$ cat src/rtl/sample_extract_pkg.sv
// Shared types for the sample-extraction block. The ring geometry comes from the
// shared defines; the fallbacks below only apply when those were not read first.
`ifndef DATA_SIZE_ARB
`define DATA_SIZE_ARB 32
`endif
`ifndef RING_DEPTH
`define RING_DEPTH 9
`endif
`ifndef RING_SIZE
`define RING_SIZE 512
`endif
`ifndef MODULUS
`define MODULUS 12289
`endif

package sample_extract_pkg;
  localparam int unsigned SKID_DEPTH = 2;

  typedef enum logic [1:0] {
    S_IDLE  = 2'd0,
    S_READ  = 2'd1,
    S_DRAIN = 2'd2
  } se_state_t;
endpackage

$ cat src/rtl/sample_extract_if.sv
// Accumulator read port plus output stream handshake of the sample extractor.
interface sample_extract_if #(
  parameter int unsigned DATA_W = `DATA_SIZE_ARB,
  parameter int unsigned RING_D = `RING_DEPTH
);
  logic              start;
  logic [RING_D:0]   acc_raddr;
  logic [DATA_W-1:0] acc_rdata;
  logic [DATA_W-1:0] out_data;
  logic              out_valid;
  logic              out_last;
  logic              out_ready;
  logic              busy;
  logic              done;

  modport master (
    input  start, acc_rdata, out_ready,
    output acc_raddr, out_data, out_valid, out_last, busy, done
  );

  modport slave (
    output start, acc_rdata, out_ready,
    input  acc_raddr, out_data, out_valid, out_last, busy, done
  );
endinterface

$ cat src/rtl/sample_extract_skid.sv
// Two-entry FIFO between the accumulator read pipe and the output handshake.
module sample_extract_skid #(
  parameter int unsigned W = 8
) (
  input  logic         clk,
  input  logic         reset,
  input  logic         push,
  input  logic [W-1:0] push_data,
  input  logic         pop,
  output logic [W-1:0] pop_data,
  output logic [1:0]   count
);
  logic [W-1:0] ent [2];
  logic         wr_ptr;
  logic         rd_ptr;

  assign pop_data = ent[rd_ptr];

  always_ff @(posedge clk or negedge reset) begin
    if (!reset) begin
      ent[0] <= '0;
      ent[1] <= '0;
      wr_ptr <= 1'b0;
      rd_ptr <= 1'b0;
      count  <= 2'd0;
    end else begin
      if (push) begin
        ent[wr_ptr] <= push_data;
        wr_ptr      <= ~wr_ptr;
      end
      if (pop) begin
        rd_ptr <= ~rd_ptr;
      end
      count <= count + {1'b0, push} - {1'b0, pop};
    end
  end
endmodule

$ cat src/rtl/sample_extract.sv
// Streams a[0], -a[N-1..1] mod Q and b[0] out of the accumulator memory,
// throttling reads so the 2-entry skid buffer can never overflow.
module sample_extract
  import sample_extract_pkg::*;
#(
  parameter int unsigned DATA_W = `DATA_SIZE_ARB,
  parameter int unsigned RING_D = `RING_DEPTH,
  parameter int unsigned MOD_Q  = `MODULUS
) (
  input logic              clk,
  input logic              reset,
  sample_extract_if.master bus
);
  // state   | meaning
  // S_IDLE  | waiting for start
  // S_READ  | issuing the N+1 accumulator reads
  // S_DRAIN | all reads issued, emptying the skid buffer

  localparam int unsigned    AW    = RING_D + 1;
  localparam logic [AW-1:0]  N_IDX = AW'(1) << RING_D;

  se_state_t         state;
  logic [AW-1:0]     idx;
  logic [AW-1:0]     raddr_q;
  logic [AW-1:0]     next_addr;
  logic              rd_pend;
  logic              neg_q;
  logic              last_q;
  logic              issue;
  logic              room;
  logic              pop;
  logic [1:0]        fifo_cnt;
  logic [DATA_W-1:0] rd_val;
  logic [DATA_W:0]   head;

  // A pop in the same cycle frees a slot, which keeps the stream bubble-free.
  assign pop       = bus.out_valid && bus.out_ready;
  assign room      = ({1'b0, fifo_cnt} + {2'b00, rd_pend} - {2'b00, pop}) < 3'(SKID_DEPTH);
  assign issue     = (state == S_READ) && room;
  assign next_addr = (idx == '0 || idx == N_IDX) ? idx : N_IDX - idx;
  assign bus.acc_raddr = issue ? next_addr : raddr_q;

  assign rd_val = (neg_q && bus.acc_rdata != '0) ? DATA_W'(MOD_Q) - bus.acc_rdata
                                                 : bus.acc_rdata;

  sample_extract_skid #(.W(DATA_W + 1)) u_skid (
    .clk       (clk),
    .reset     (reset),
    .push      (rd_pend),
    .push_data ({last_q, rd_val}),
    .pop       (pop),
    .pop_data  (head),
    .count     (fifo_cnt)
  );

  assign bus.out_valid = (fifo_cnt != 2'd0);
  assign bus.out_data  = head[DATA_W-1:0];
  assign bus.out_last  = bus.out_valid && head[DATA_W];

  always_ff @(posedge clk or negedge reset) begin
    if (!reset) begin
      state    <= S_IDLE;
      idx      <= '0;
      raddr_q  <= '0;
      rd_pend  <= 1'b0;
      neg_q    <= 1'b0;
      last_q   <= 1'b0;
      bus.busy <= 1'b0;
      bus.done <= 1'b0;
    end else begin
      rd_pend  <= issue;
      bus.done <= 1'b0;
      if (issue) begin
        raddr_q <= next_addr;
        neg_q   <= (idx != '0) && (idx != N_IDX);
        last_q  <= (idx == N_IDX);
        idx     <= idx + AW'(1);
      end
      case (state)
        S_IDLE: begin
          if (bus.start) begin
            state    <= S_READ;
            bus.busy <= 1'b1;
            idx      <= '0;
          end
        end
        S_READ: begin
          if (issue && idx == N_IDX) begin
            state <= S_DRAIN;
          end
        end
        S_DRAIN: begin
          if (pop && bus.out_last) begin
            state    <= S_IDLE;
            bus.busy <= 1'b0;
            bus.done <= 1'b1;
            idx      <= '0;
          end
        end
        default: state <= S_IDLE;
      endcase
    end
  end
endmodule

$ cat src/flat_wrapper.sv
// flat-port wrapper written by rule: the top's interface ports become plain ports
module sample_extract_flat import sample_extract_pkg::*;
#(
  parameter int unsigned DATA_W = `DATA_SIZE_ARB,
  parameter int unsigned RING_D = `RING_DEPTH,
  parameter int unsigned MOD_Q  = `MODULUS
)
  (clk, reset, bus_start, bus_acc_rdata, bus_out_ready, bus_acc_raddr, bus_out_data, bus_out_valid, bus_out_last, bus_busy, bus_done);
  sample_extract_if #(.DATA_W(DATA_W), .RING_D(RING_D)) bus_i ();
  input logic clk;
  input logic reset;
  input wire logic [$bits(bus_i.start)-1:0] bus_start;
  input wire logic [$bits(bus_i.acc_rdata)-1:0] bus_acc_rdata;
  input wire logic [$bits(bus_i.out_ready)-1:0] bus_out_ready;
  output wire logic [$bits(bus_i.acc_raddr)-1:0] bus_acc_raddr;
  output wire logic [$bits(bus_i.out_data)-1:0] bus_out_data;
  output wire logic [$bits(bus_i.out_valid)-1:0] bus_out_valid;
  output wire logic [$bits(bus_i.out_last)-1:0] bus_out_last;
  output wire logic [$bits(bus_i.busy)-1:0] bus_busy;
  output wire logic [$bits(bus_i.done)-1:0] bus_done;
  assign bus_i.start = bus_start;
  assign bus_i.acc_rdata = bus_acc_rdata;
  assign bus_i.out_ready = bus_out_ready;
  assign bus_acc_raddr = bus_i.acc_raddr;
  assign bus_out_data = bus_i.out_data;
  assign bus_out_valid = bus_i.out_valid;
  assign bus_out_last = bus_i.out_last;
  assign bus_busy = bus_i.busy;
  assign bus_done = bus_i.done;
  sample_extract #(.DATA_W(DATA_W), .RING_D(RING_D), .MOD_Q(MOD_Q)) u_core (.clk(clk), .reset(reset), .bus(bus_i));
endmodule
$ cat config.mk
export PLATFORM = sky130hd
export DESIGN_NAME = sample_extract_flat
export DESIGN_NICKNAME = d
export VERILOG_FILES = /design/src/rtl/sample_extract_pkg.sv /design/src/rtl/sample_extract_if.sv /design/src/rtl/sample_extract_skid.sv /design/src/rtl/sample_extract.sv /design/src/flat_wrapper.sv
export SDC_FILE = /design/constraint.sdc
export NUM_CORES = 1
export LEC_CHECK = 0
export CAP_MARGIN = 20
export CORE_MARGIN = 10
export CORE_UTILIZATION = 50
export DETAILED_ROUTE_END_ITERATION = 8
export PLACE_DENSITY = 0.8
export REMOVE_ABC_BUFFERS = 1
export SYNTH_ARGS = -nofsm -noshare
export SYNTH_HDL_FRONTEND = slang
export SYNTH_SLANG_ARGS = --single-unit
$ cat constraint.sdc
create_clock -name clk -period 6.4 [get_ports clk]
set_clock_uncertainty 0.15 [all_clocks]
set_input_delay 1.92 -clock clk [delete_from_list [all_inputs] [get_ports clk]]
set_output_delay 1.92 -clock clk [all_outputs]
set_load 0.01 [all_outputs]
==> qor.yml <==
clocking:
  cts.sinks: 97
  cts_tree: "built"
  cts_buffers: 9
  path_clk_slew_ns: 0.09
  clockBufferDepth: 2
  cts-root-buf: "clkbuf_8"
  htreeDepth: 3
  clk_latency_ns: 0.36
  postCtsHoldBufs: 0
grt:
  grt_pass1_vias: 4284
  grt_start_max_net_pins: 58
  grt_overflow_total: 0
  grt_antenna_before_repair: 0
  grt_pass1_wl_microns: 20790
  grt_usage: 0.1727
finish:
  areaGrowthSynthToFinish_pct: 24.44
  layout.nets: 647
  drive_above_1_share: 0.1590
  stdcell_area_sq_um: 6262
  diodes: 0
  fill_cells: 851
  final_cell_mix: "dfrtp_1 (97), nor2_1 (69), clkdlybuf4s50_1 (69)"
  multi_input_area_sq_um: 2469
  final_common_cell: "dfrtp_1"
  regArea_sq_um: 2427
floorplan:
  die_y_microns: 120.3
  core_sq_um: 9774
  die_w_microns: 120.3
  start_util: 0.5148
  num_rows: 36
  boundaryPins: 82
  die-area_sq_um: 14480
placement:
  hpwlAfterDp_microns: 8668
  gp_congestion: 0.8528
  dpl_cell_area_sq_um: 5984
  port_buffers: 81
worst_hold_path:
  min_delay_worst_endpoint: "u_core.raddr_q[2]$_DFF_PN0_"
  hold_start: "u_core.raddr_q[2]$_DFF_PN0_"
  hold_class: "reg -> reg"
  hold_depth: 2
synthesis:
  ys_warn_count: 0
  muxShareOfSynthArea: 0.08379
  synth_edf_count: 0
  netlist_area_sq_um: 5032
  syn_inst: 531
  dominantRegCellSynth: "dfrtp_1"
  ys_ff_latch: 97
  synth-xor-area-share: 0.04699
  synthArstFlopShare: 1.000
  avgSynthCellArea_sq_um: 9.477
  ys_seq_area_frac: 0.4823
  ys_types: 44
  synth-compound-area-share: 0.1375
  yosys.area_share.simple: 0.1947
  synthAdderAreaFrac: 0.01641
  synth_top_family_by_area: "simple AND/OR/NAND/NOR gates"
detailed_routing:
  vias_per_cell: 5.743
  wl_per_cell_microns: 16.80
  drt_first_pass_iters: 5
  drtIter0Drc: 268
  num_vias: 4267
  drcViolationCount: 0
  ant_nets: 0
  wirelength_microns: 12480
sta:
  hold_viol: 0
  tightest_slew_ns: 1.021
  setup_viol: 0
  fin_crit_sh: 0.9676
  fmax_mhz: 161.5
  fin_tns_setup_ns: 0
  rsz0062_at_grt: "false"
  drv_slew: 0
  finalCriticalPeriod_ns: 6.193
  slew_headroom: 0.3164
status:
  status: "complete, no violations"
power_and_ir_drop:
  seqPwrFrac: 0.306
  pwr-share-clk: 0.131
  p_int_w: 0.002094
  switchingPower_w: 0.001356
  switching_share: 0.3929
  power.density_nw_per_um2: 550.9
  power_w: 0.003450
  p_leak_nw: 2.555
  ir_drop_mv: 0.5568
  pwr-share-comb: 0.564
worst_setup_path:
  critPathArrivalTime_ns: 4.12
  path_class: "in -> out"
  end_kind: "primary output"
  start_kind: "input pin"
  rrSetupSlack_ns: 3.02
  critPathMaxFanout: 8
  reg2reg_depth: 15
  r2r-end: "u_core.idx[9]$_DFF_PN0_"
  r2r_start: "u_core.u_skid.count[1]$_DFF_PN0_"
  worstPathRequired_ns: 4.33
flow_run:
  cap_violations: 0
Yosys cell counts (all sizes together), types with 2 or more instances:
| master | count | area share |
|---|---|---|
| nand2 | 51 | 0.038 |
| or4 | 4 | 0.0060 |
| ha | 5 | 0.012 |
| nor2 | 71 | 0.053 |
| a22o | 2 | 0.0035 |
| inv | 14 | 0.010 |
| nor3 | 16 | 0.016 |
| nor4 | 12 | 0.020 |
| or3 | 26 | 0.032 |
| clkbuf | 26 | 0.019 |
| nor4b | 2 | 0.0065 |
| nand4 | 4 | 0.0050 |
| mux2 | 33 | 0.074 |
| a31oi | 43 | 0.053 |
| o31ai | 3 | 0.0082 |
| nand3 | 8 | 0.0080 |
| o311ai | 3 | 0.0052 |
| buf | 7 | 0.0077 |
| xnor2 | 15 | 0.026 |
| o21ai | 55 | 0.055 |
| xor2 | 12 | 0.021 |
| dfrtp | 97 | 0.48 |
| mux2i | 5 | 0.0099 |
| a21oi | 4 | 0.0040 |
flip-flops by register name, indices dropped and copies added, names as in the netlist:
register / flops
u_core.u_skid.count: 2
u_core.u_skid.rd_ptr: 1
u_core.last_q: 1
u_core.u_skid.ent: 66
u_core.state: 2
u_core.idx: 10
u_core.raddr_q: 10
u_core.u_skid.wr_ptr: 1
u_core.neg_q: 1
u_core.bus.busy: 1
u_core.rd_pend: 1
u_core.bus.done: 1
worst max path at each step:
stage / cells past startpoint / to / from / slack (ns)
floorplan: 11 / bus_acc_raddr[6] / bus_out_ready / 0.05
global placement: 13 / bus_acc_raddr[2] / bus_out_ready / -0.46
detailed placement: 13 / bus_acc_raddr[4] / bus_out_ready / -0.57
CTS: 13 / bus_acc_raddr[5] / bus_out_ready / -0.04
global route: 13 / bus_acc_raddr[7] / bus_out_ready / 0.08
finish: 13 / bus_acc_raddr[7] / bus_out_ready / 0.21
power groups by stage:
stage	Combinational, W	Sequential [W]	Clock (W)
6_report	0.00194	0.00105	0.000450
5_1_grt	0.00213	0.00109	0.000487
4_1_cts	0.00196	0.00105	0.000460
3_5_place_dp	0.00187	0.00106	0
3_3_place_gp	0.00181	0.00104	0
2_1_floorplan	0.00101	0.00104	0
cell type report:
| cell class | instances | share of cell area |
|---|---|---|
| Multi-Input combinational cell | 386 | 0.3942 |
| Sequential cell | 97 | 0.3876 |
| Timing Repair Buffer | 96 | 0.1457 |
| Tap cell | 133 | 0.02657 |
| Clock buffer | 10 | 0.02198 |
| Clock inverter | 6 | 0.01459 |
| Inverter | 15 | 0.009391 |
timing repair:
action | 4_1_cts | 5_1_grt
buffers inserted | 1 | 1
gates resized for setup | 59 | 3
endpoints found under the setup margin | 10 | 10
cloned | 1 | 0
pin swaps | 4 | 3
worst max-delay path: stages:
cell and delay (ns):
dlymetal6s2s_1 0.13, o21ai_2 0.07, inv_1 0.06, ha_1 0.26, inv_1 0.06, ha_1 0.13, inv_1 0.05, fa_1 0.53
and3b_2 0.23, nand2_4 0.11, buf_12 0.17, a22o_1 0.24, buf_2 0.14
layer usage:
layer,GRT usage,up-vias,part of all wire
met2,0.2916,124,0.49
met5,0,-,0
met3,0.03955,16,0.063
met1,0.2165,2083,0.44
met4,0.05053,0,0.014
li1,-,2044,-
through the flow:
stage	std cells	worst slack (ns)	util	hold slack (ns)
after CTS	742	-0.03828	0.6400	0.3209
final	743	0.2072	0.6407	0.3193
after detailed placement	724	-0.5671	0.6123	0.3161
after floorplan	498	0.05464	-	0.2944
after global placement	724	-0.4573	0.6123	0.3065
after global routing	743	0.07674	0.6407	0.3401
cell families after synthesis:
family,Yosys count
buf+inv,48
flops,97
compound gates,114
simple gates,201
fa+ha+maj,6
mux,38
xor+xnor,27
Power figures use the tool's default switching activity.
